File: src/rtl/seq_gen_pkg.sv
// seq_gen_pkg: shared types and constants for sequence_generator.
//   state_t         - FSM state encoding
//   MAX_LEN_DEFAULT - default maximum pattern length
//   LEN_W / REP_W   - widths of the length and repetition fields
//   even_parity()   - XOR of the low n bits of a pattern
// The PARITY state exists only when SEQ_GEN_PARITY_EN is defined.
package seq_gen_pkg;

  localparam int unsigned MAX_LEN_DEFAULT = 8;
  localparam int unsigned LEN_W           = 4;
  localparam int unsigned REP_W           = 4;
  localparam int unsigned PAT_MAX         = 15;

  typedef enum logic [2:0] {
    IDLE  = 3'd0,
    LOAD  = 3'd1,
    SHIFT = 3'd2,
    GAP   = 3'd3,
    DONE  = 3'd4
`ifdef SEQ_GEN_PARITY_EN
    , PARITY = 3'd5
`endif
  } state_t;

  function automatic logic even_parity(input logic [PAT_MAX-1:0] bits,
                                       input logic [LEN_W-1:0]   n);
    logic                p;
    logic [PAT_MAX-1:0]  b;
    p = 1'b0;
    b = bits;
    for (int unsigned i = 0; i < PAT_MAX; i++) begin
      if (i < 32'(n)) p = p ^ b[0];
      b = b >> 1;
    end
    return p;
  endfunction

endpackage

File: src/rtl/sequence_generator_shifter.sv
// seq_gen_shifter: captured pattern/length and the current bit index.
//   clock, reset   - clock, synchronous active-high reset
//   load           - capture pattern_in/len_in, index <= len_in-1
//   shift          - advance index; wraps to len-1 after index 0
//   pattern_in     - pattern to capture
//   len_in         - active length to capture
//   bit_out        - pattern bit at the current index
//   is_last        - current index is 0
//   parity_out     - even parity of the active bits (SEQ_GEN_PARITY_EN only)
module seq_gen_shifter
  import seq_gen_pkg::*;
#(
  parameter int unsigned MAX_LEN = MAX_LEN_DEFAULT
) (
  input  logic               clock,
  input  logic               reset,
  input  logic               load,
  input  logic               shift,
  input  logic [MAX_LEN-1:0] pattern_in,
  input  logic [LEN_W-1:0]   len_in,
  output logic               bit_out,
  output logic               is_last
`ifdef SEQ_GEN_PARITY_EN
  ,
  output logic               parity_out
`endif
);

  logic [MAX_LEN-1:0] pattern_q, pattern_d;
  logic [LEN_W-1:0]   len_q, len_d;
  logic [LEN_W-1:0]   idx_q, idx_d;

  always_comb begin
    pattern_d = pattern_q;
    len_d     = len_q;
    idx_d     = idx_q;
    if (load) begin
      pattern_d = pattern_in;
      len_d     = len_in;
      idx_d     = len_in - LEN_W'(1);
    end else if (shift) begin
      // Wrapping here means the next repetition starts at len-1 without
      // a separate reload from the FSM.
      idx_d = (idx_q == '0) ? (len_q - LEN_W'(1)) : (idx_q - LEN_W'(1));
    end
  end

  always_ff @(posedge clock) begin
    if (reset) begin
      pattern_q <= '0;
      len_q     <= '0;
      idx_q     <= '0;
    end else begin
      pattern_q <= pattern_d;
      len_q     <= len_d;
      idx_q     <= idx_d;
    end
  end

  assign bit_out = |(pattern_q & (MAX_LEN'(1) << idx_q));
  assign is_last = (idx_q == '0);

`ifdef SEQ_GEN_PARITY_EN
  assign parity_out = even_parity(PAT_MAX'(pattern_q), len_q);
`endif

endmodule

File: src/rtl/sequence_generator.sv
// sequence_generator: serialises a captured pattern MSB first, repeated
// repeat_cnt+1 times with a one-cycle gap between repetitions.
//   clock, reset - clock, synchronous active-high reset
//   start        - transmit request (sampled in IDLE only)
//   pattern      - bits to send, active bits pattern[len-1:0]
//   len          - active length, legal 1..MAX_LEN
//   repeat_cnt   - additional repetitions
//   o, o_valid   - serial bit and its qualifier
//   last         - final bit of a repetition
//   busy         - LOAD/SHIFT/PARITY/GAP
//   done         - pulse after the final repetition
//   err          - pulse on a rejected start
// Optional: SEQ_GEN_PARITY_EN appends an even-parity bit per repetition.
// All outputs are registered from the current state, so they trail the
// state register by one cycle.
module sequence_generator
  import seq_gen_pkg::*;
#(
  parameter int unsigned MAX_LEN = MAX_LEN_DEFAULT
) (
  input  logic               clock,
  input  logic               reset,
  input  logic               start,
  input  logic [MAX_LEN-1:0] pattern,
  input  logic [LEN_W-1:0]   len,
  input  logic [REP_W-1:0]   repeat_cnt,
  output logic               o,
  output logic               o_valid,
  output logic               last,
  output logic               busy,
  output logic               done,
  output logic               err
);

  state_t             state_q, state_d;
  logic [REP_W-1:0]   rep_q, rep_d;
  logic               o_q, o_d, o_valid_q, o_valid_d, last_q, last_d;
  logic               busy_q, busy_d, done_q, done_d, err_q, err_d;
  logic               load, shift, len_ok;
  logic               sh_bit, sh_last;
`ifdef SEQ_GEN_PARITY_EN
  logic               sh_parity;
`endif

  seq_gen_shifter #(.MAX_LEN(MAX_LEN)) u_shifter (
    .clock      (clock),
    .reset      (reset),
    .load       (load),
    .shift      (shift),
    .pattern_in (pattern),
    .len_in     (len),
    .bit_out    (sh_bit),
    .is_last    (sh_last)
`ifdef SEQ_GEN_PARITY_EN
    ,
    .parity_out (sh_parity)
`endif
  );

  assign len_ok = (len != '0) && (len <= LEN_W'(MAX_LEN));

  always_comb begin
    state_d = state_q;
    rep_d   = rep_q;
    load    = 1'b0;
    shift   = 1'b0;
    err_d   = 1'b0;
    unique case (state_q)
      IDLE: begin
        if (start) begin
          if (len_ok) begin
            load    = 1'b1;
            rep_d   = repeat_cnt;
            state_d = LOAD;
          end else begin
            err_d = 1'b1;
          end
        end
      end
      LOAD: state_d = SHIFT;
      SHIFT: begin
        shift = 1'b1;
        if (sh_last) begin
`ifdef SEQ_GEN_PARITY_EN
          state_d = PARITY;
`else
          state_d = (rep_q != '0) ? GAP : DONE;
`endif
        end
      end
`ifdef SEQ_GEN_PARITY_EN
      PARITY: state_d = (rep_q != '0) ? GAP : DONE;
`endif
      GAP: begin
        rep_d   = rep_q - REP_W'(1);
        state_d = SHIFT;
      end
      DONE:    state_d = IDLE;
      default: state_d = IDLE;
    endcase
  end

  always_comb begin
    o_d       = (state_q == SHIFT) && sh_bit;
    o_valid_d = (state_q == SHIFT);
`ifdef SEQ_GEN_PARITY_EN
    o_d       = o_d || ((state_q == PARITY) && sh_parity);
    o_valid_d = o_valid_d || (state_q == PARITY);
    last_d    = (state_q == PARITY);
    busy_d    = (state_q == LOAD) || (state_q == SHIFT) ||
                (state_q == PARITY) || (state_q == GAP);
`else
    last_d    = (state_q == SHIFT) && sh_last;
    busy_d    = (state_q == LOAD) || (state_q == SHIFT) || (state_q == GAP);
`endif
    done_d    = (state_q == DONE);
  end

  always_ff @(posedge clock) begin
    if (reset) begin
      state_q   <= IDLE;
      rep_q     <= '0;
      o_q       <= 1'b0;
      o_valid_q <= 1'b0;
      last_q    <= 1'b0;
      busy_q    <= 1'b0;
      done_q    <= 1'b0;
      err_q     <= 1'b0;
    end else begin
      state_q   <= state_d;
      rep_q     <= rep_d;
      o_q       <= o_d;
      o_valid_q <= o_valid_d;
      last_q    <= last_d;
      busy_q    <= busy_d;
      done_q    <= done_d;
      err_q     <= err_d;
    end
  end

  assign o       = o_q;
  assign o_valid = o_valid_q;
  assign last    = last_q;
  assign busy    = busy_q;
  assign done    = done_q;
  assign err     = err_q;

endmodule
File: config.mk
export PLATFORM = sky130hd
export DESIGN_NAME = sequence_generator
export DESIGN_NICKNAME = d
export VERILOG_FILES = /design/src/rtl/seq_gen_pkg.sv /design/src/rtl/sequence_generator_shifter.sv /design/src/rtl/sequence_generator.sv
export SDC_FILE = /design/constraint.sdc
export NUM_CORES = 1
export LEC_CHECK = 0
export CAP_MARGIN = 20
export CORE_MARGIN = 2
export CORE_UTILIZATION = 46
export DETAILED_ROUTE_END_ITERATION = 8
export GPL_ROUTABILITY_DRIVEN = 0
export GPL_TIMING_DRIVEN = 1
export PLACE_DENSITY = 0.77
export SKIP_LAST_GASP = 1
export SLEW_MARGIN = 20
export SYNTH_ARGS = -nofsm -noshare
export SYNTH_HDL_FRONTEND = slang
export SYNTH_SLANG_ARGS = --single-unit
File: constraint.sdc
create_clock -name clock -period 2.6 [get_ports clock]
set_input_delay 0.65 -clock clock [delete_from_list [all_inputs] [get_ports clock]]
set_output_delay 0.65 -clock clock [all_outputs]
set_load 0.02 [all_outputs]
Yosys cells after proc, flatten, opt, wreduce, memory -nomap -nowiden. Index checks and enable logic that the tools add are counted.

Reduce and logical (&&, ||, !) cells: 16. Order comparisons: 1. Shift operators: 1. Bitwise logic cells: 3. Mux-type cells: 16. $add $sub $neg: 4. Eq/ne operators: 7.

Operators with widths (count): $mux W4 (5); $sub A4 B1 Y4 const B (4); $mux W3 (4); $pmux W3 S3 (1); $and A8 B8 Y8 (1); $pmux W4 S2 (1); $reduce_bool A4 Y1 (2); $reduce_or A8 Y1 (1); $shl A1 B4 Y8 const A (1); $eq A3 B2 Y1 const B (2); $reduce_and A3 Y1 (2); $mux W1 (5); $le A4 B4 Y1 const B (1); $logic_not A4 Y1 (1); $ne A2 B2 Y1 const B (2); $reduce_bool A2 Y1 (2); $eq A3 B1 Y1 const B (1); $eq A3 B3 Y1 const B (1); $logic_and A1 B1 Y1 (3); $logic_not A3 Y1 (1); $reduce_or A3 Y1 (1); $logic_or A1 B1 Y1 (2); $ne A2 B1 Y1 const B (1); $not A1 Y1 (2); $reduce_or A2 Y1 (1).

Flip-flop bits (word level): 29. Output and inout port bits: 6.

Longest topological paths before layout.
Word-level depth: 6. Mapped depth: 12.

Modules after synthesis. Synthesis repeated with hierarchy kept, for this count alone.

Cell total of the unflattened synthesis: 139. Area total of the unflattened synthesis: 1350.0 sq um.

Modules (own cells, without submodules): seq_gen_shifter (sequential area each 320.3 sq um, cells an instance 77, area an instance 773.2 sq um, instances 1); sequence_generator (sequential area each 260.2 sq um, cells an instance 62, area an instance 576.8 sq um, instances 1).

Worst setup path after synthesis. OpenSTA, ideal clock, no wires.

Path type: input to register. From: input start. To: register u_shifter.idx_q[2]. Stages on the path: 10. Arrival time: 2565 ps. Path slack: -61 ps. Library setup time: 95 ps. Path through: or4b_4 or3_1 buf_2 buf_6 o21ai_2 ha_1 nand2b_1 mux2i_1 nand2_1 a221oi_1.

Longest elaborated chain between the ends: 3.

RTL lines: start: declaration (line sequence_generator.sv:23) `input logic start,`; $mux W1 (*) (line sequence_generator.sv:70) `if (start) begin`; $mux W1 (*) (line sequence_generator.sv:68) `unique case (state_q)`; $mux W4 / $reduce_bool A2 Y1 (equally long branches); end signal: assignment (line sequence_generator_shifter.sv:56) `idx_q <= idx_d;`; end: declaration (line sequence_generator_shifter.sv:31) `logic [LEN_W-1:0] idx_q, idx_d;`.

Mark *: on every way between the ends. The rest lies on a longest branch, timed or not. A chain may end at the register's enable or synchronous reset.

Worst setup path after layout.
From: input len[1]. To: register u_shifter.idx_q[2].

Longest elaborated chain between the ends: 6.

RTL lines: start: declaration (line sequence_generator.sv:25) `input logic [LEN_W-1:0] len,`; $le A4 B4 Y1 / $reduce_bool A4 Y1 (equally long branches) (line sequence_generator.sv:60) `assign len_ok = (len != '0) && (len <= LEN_W'(MAX_LEN));`; $logic_and A1 B1 Y1 (line sequence_generator.sv:60); $mux W1 (line sequence_generator.sv:71) `if (len_ok) begin`; $mux W1 (line sequence_generator.sv:70); $mux W1 (line sequence_generator.sv:68); $mux W4 / $reduce_bool A2 Y1 (equally long branches).

Several ways; a longest one is shown, not always the timed one.

==> out/metrics.yaml <==
logic_synthesis:
  synth-simple-area-share_pct: 25.00
  synthArstFlopShare_pct: 0
  synth_cell_type_count: 39
  yosys.area.top_type: "dfxtp_1"
  synth_compound_area_share_pct: 17.75
  synthAdderAreaFrac_pct: 1.859
  synth_most_common_cell: "nand2_1"
  postSynthAreaPerCell_um2: 8.575
  synthMuxAreaShare_pct: 5.669
  synth_top_area_share_pct: 43.12
  ys.flop_type: "dfxtp_1"
  yosys_register_bits: 29
  synth_commonest_cells: "nand2_1, dfxtp_1, a21oi_1"
  yosys-top-cells-area: "dfxtp_1, nand2_1, a21oi_1"
  synth_xor_area_share_pct: 1.301
  syn_inst: 157
  netlist_area_mm2: 0.001346
  synth_top_family_by_area: "simple AND/OR/NAND/NOR gates"
  synth_edf_count: 0
  ys_seq_area_share_pct: 43.12
  syn_nets: 178
  ys_warn_count: 0
pwr:
  finalPower_w: 0.001074
  swShare_pct: 29.08
  power_switching_w: 0.0003122
  seq_power_share_pct: 47.1
  internal_power_w: 0.0007615
  p_per_area_mw_per_mm2: 600.1
  pwr-share-comb_pct: 23.4
  clockPowerShare_pct: 29.5
  leakage_nw: 0.6974
  vdd_drop_max_mv: 0.4979
worst_setup_path:
  start_kind: "input port"
  worst_ep_arrival_time_ns: 2.68
  critPathTopFamily: "compound AO/OA/AOI/OAI gates"
  cp.required_ns: 2.85
  max_stage_delay_ns: 0.46
  endpoint_kind: "register"
  crit_path_top_delay_cell: "clkdlybuf4s50_1"
  worst-path-max-fanout: 3
  path_class: "in2reg"
  cp.buffers_inverters: 1
  critical_path.cell_chain: "clkdlybuf4s50_1 -> o31a_1 -> or3_4 -> o21ai_2 -> ha_2 -> nand2b_1 -> mux2i_1 -> nand2_1 -> a221oi_2"
clock_network:
  ctsHtreeMaxLevel: 2
  clock_latency_ns: 0.34
  cts.sinks: 29
  root_buffer: "clkbuf_4"
  cts_tree: "yes"
  cts_buffer_depth: 2
  path_clk_slew_ns: 0.09
  cts_buffers: 5
  cts_hold_buf: 0
timing:
  fin_tns_setup_ns: 0
  worst_pin_slew_ns: 0.6829
  rsz0062_at_grt: "no"
  fin_hold_ws_ns: 0.4549
  finalSetupViolations: 0
  finalCriticalPeriod_ns: 2.431
  fin_skew_ns: 0.01279
  post-route-period-util_pct: 93.51
  fmax_mhz: 411.3
  drv_slew: 0
  final_hold_viol_count: 0
  relSlewSlack_pct: 54.37
die:
  core_mm2: 0.002758
  rows: 19
  fp.dieH_um: 58.10
  die_w_um: 58.10
  dieArea_mm2: 0.003376
  start_util_pct: 48.82
  io_pins: 25
route:
  wl_um: 3184
  ant_nets: 0
  vias: 1284
  drc: 0
  drt_iter0_drc: 35
  viasPerCell: 5.656
  wire_per_inst_um: 14.03
  first_pass_iters: 4
global_route:
  grt_util_all_layers_pct: 21.54
  grt_max_degree: 22
  grt_pass1_wl_um: 5402
  grt_pass1_vias: 1295
  overflow: 0
  antenna_found_initial: 0
place:
  port_buffers: 24
  dp_cells: 219
  post-dp-hpwl_um: 2241
final_layout:
  nFillCells: 243
  syn_to_final_growth_pct: 32.90
  diodes: 0
  nNetsFinal: 216
  fin_util_pct: 64.88
  stdcell_count: 227
  drive_gt1_share_pct: 17.86
job:
  drv_cap: 0
worst_hold_path:
  hold_path_class: "reg2reg"
status:
  status: "complete, no violations"
## cells by family after synthesis
group | Yosys count
XOR/XNOR | 2
AO/OA/AOI/OAI | 38
multiplexers | 5
AND/OR/NAND/NOR | 67
adder cells (fa/ha/maj) | 2
buffers and inverters | 14
flip-flops | 29
## worst min-delay path: cells and delay by family, from the launching register on
kind | cells | cell delay (ns)
and+or+nand+nor | 1 | 0.05
AOI/OAI and AO/OA | 1 | 0.05
DFF | 1 | 0.31
## sequential cells by signal, indices dropped and copies added, names as in the netlist
name / count
busy: 1
done: 1
err: 1
last: 1
o: 1
o_valid: 1
rep_q: 4
state_q: 3
u_shifter.idx_q: 4
u_shifter.len_q: 4
u_shifter.pattern_q: 8
## repair_timing
action	in CTS	in global routing
setup endpoints to repair	1	1
gates resized for setup	5	2
pin swaps	4	1
setup buffers	0	0
## cell type report
| type | instances | area, µm² | area share, % |
|---|---|---|---|
| Multi-Input combinational cell | 114 | 723.2 | 40.42 |
| Timing Repair Buffer | 39 | 354.1 | 19.79 |
| Inverter | 6 | 22.52 | 1.259 |
| Sequential cell | 29 | 580.6 | 32.45 |
| Clock inverter | 1 | 5.005 | 0.2797 |
| Clock buffer | 7 | 65.06 | 3.636 |
| Tap cell | 31 | 38.79 | 2.168 |
## path summary, 6_finish.rpt
check / cells past startpoint / from / slack (ns) / to
worst min-delay path: 2 / u_shifter.pattern_q[0] / 0.45 / u_shifter.pattern_q[0]
worst min register to register: 2 / u_shifter.pattern_q[0] / 0.45 / u_shifter.pattern_q[0]
worst max-delay path: 9 / len[1] / 0.17 / u_shifter.idx_q[2]
worst max register to register: 8 / state_q[0] / 0.25 / u_shifter.idx_q[2]
## placed cells by master, fill, tap and decap left out, types with 3 or more instances in the layout
master           instances
nand2_1                 33
dfxtp_1                 29
clkdlybuf4s50_1         22
a21oi_1                 17
buf_4                   15
inv_1                    6
nor2_1                   6
nor3_1                   6
a31oi_1                  5
clkbuf_4                 5
a211oi_1                 4
o21ai_0                  3
## power by group through the flow
stage                     logic, W  registers, W  clock network (W)
after floorplan           0.000157      0.000507                  0
after global placement    0.000232      0.000512                  0
after detailed placement  0.000240      0.000514                  0
after CTS                 0.000250      0.000504           0.000324
after global routing      0.000281      0.000510           0.000343
final                     0.000251      0.000505           0.000317
## layer usage
layer	global-route usage, %	vias up	wire (µm)
met1	23.72	598	1330
met2	36.20	37	1625
met5	0	-	0
li1	-	643	-
met3	7.589	6	163
met4	11.63	0	64
## through the flow
stage | worst slack (ns) | instance area [µm²]
2_1_floorplan | -0.04415 | 1355
3_3_place_gp | -0.3441 | 1692
3_5_place_dp | -0.3839 | 1692
4_1_cts | 0.1242 | 1780
5_1_grt | 0.01269 | 1789
6_report | 0.1688 | 1789
No activity file was read; power rests on OpenSTA's default activity.
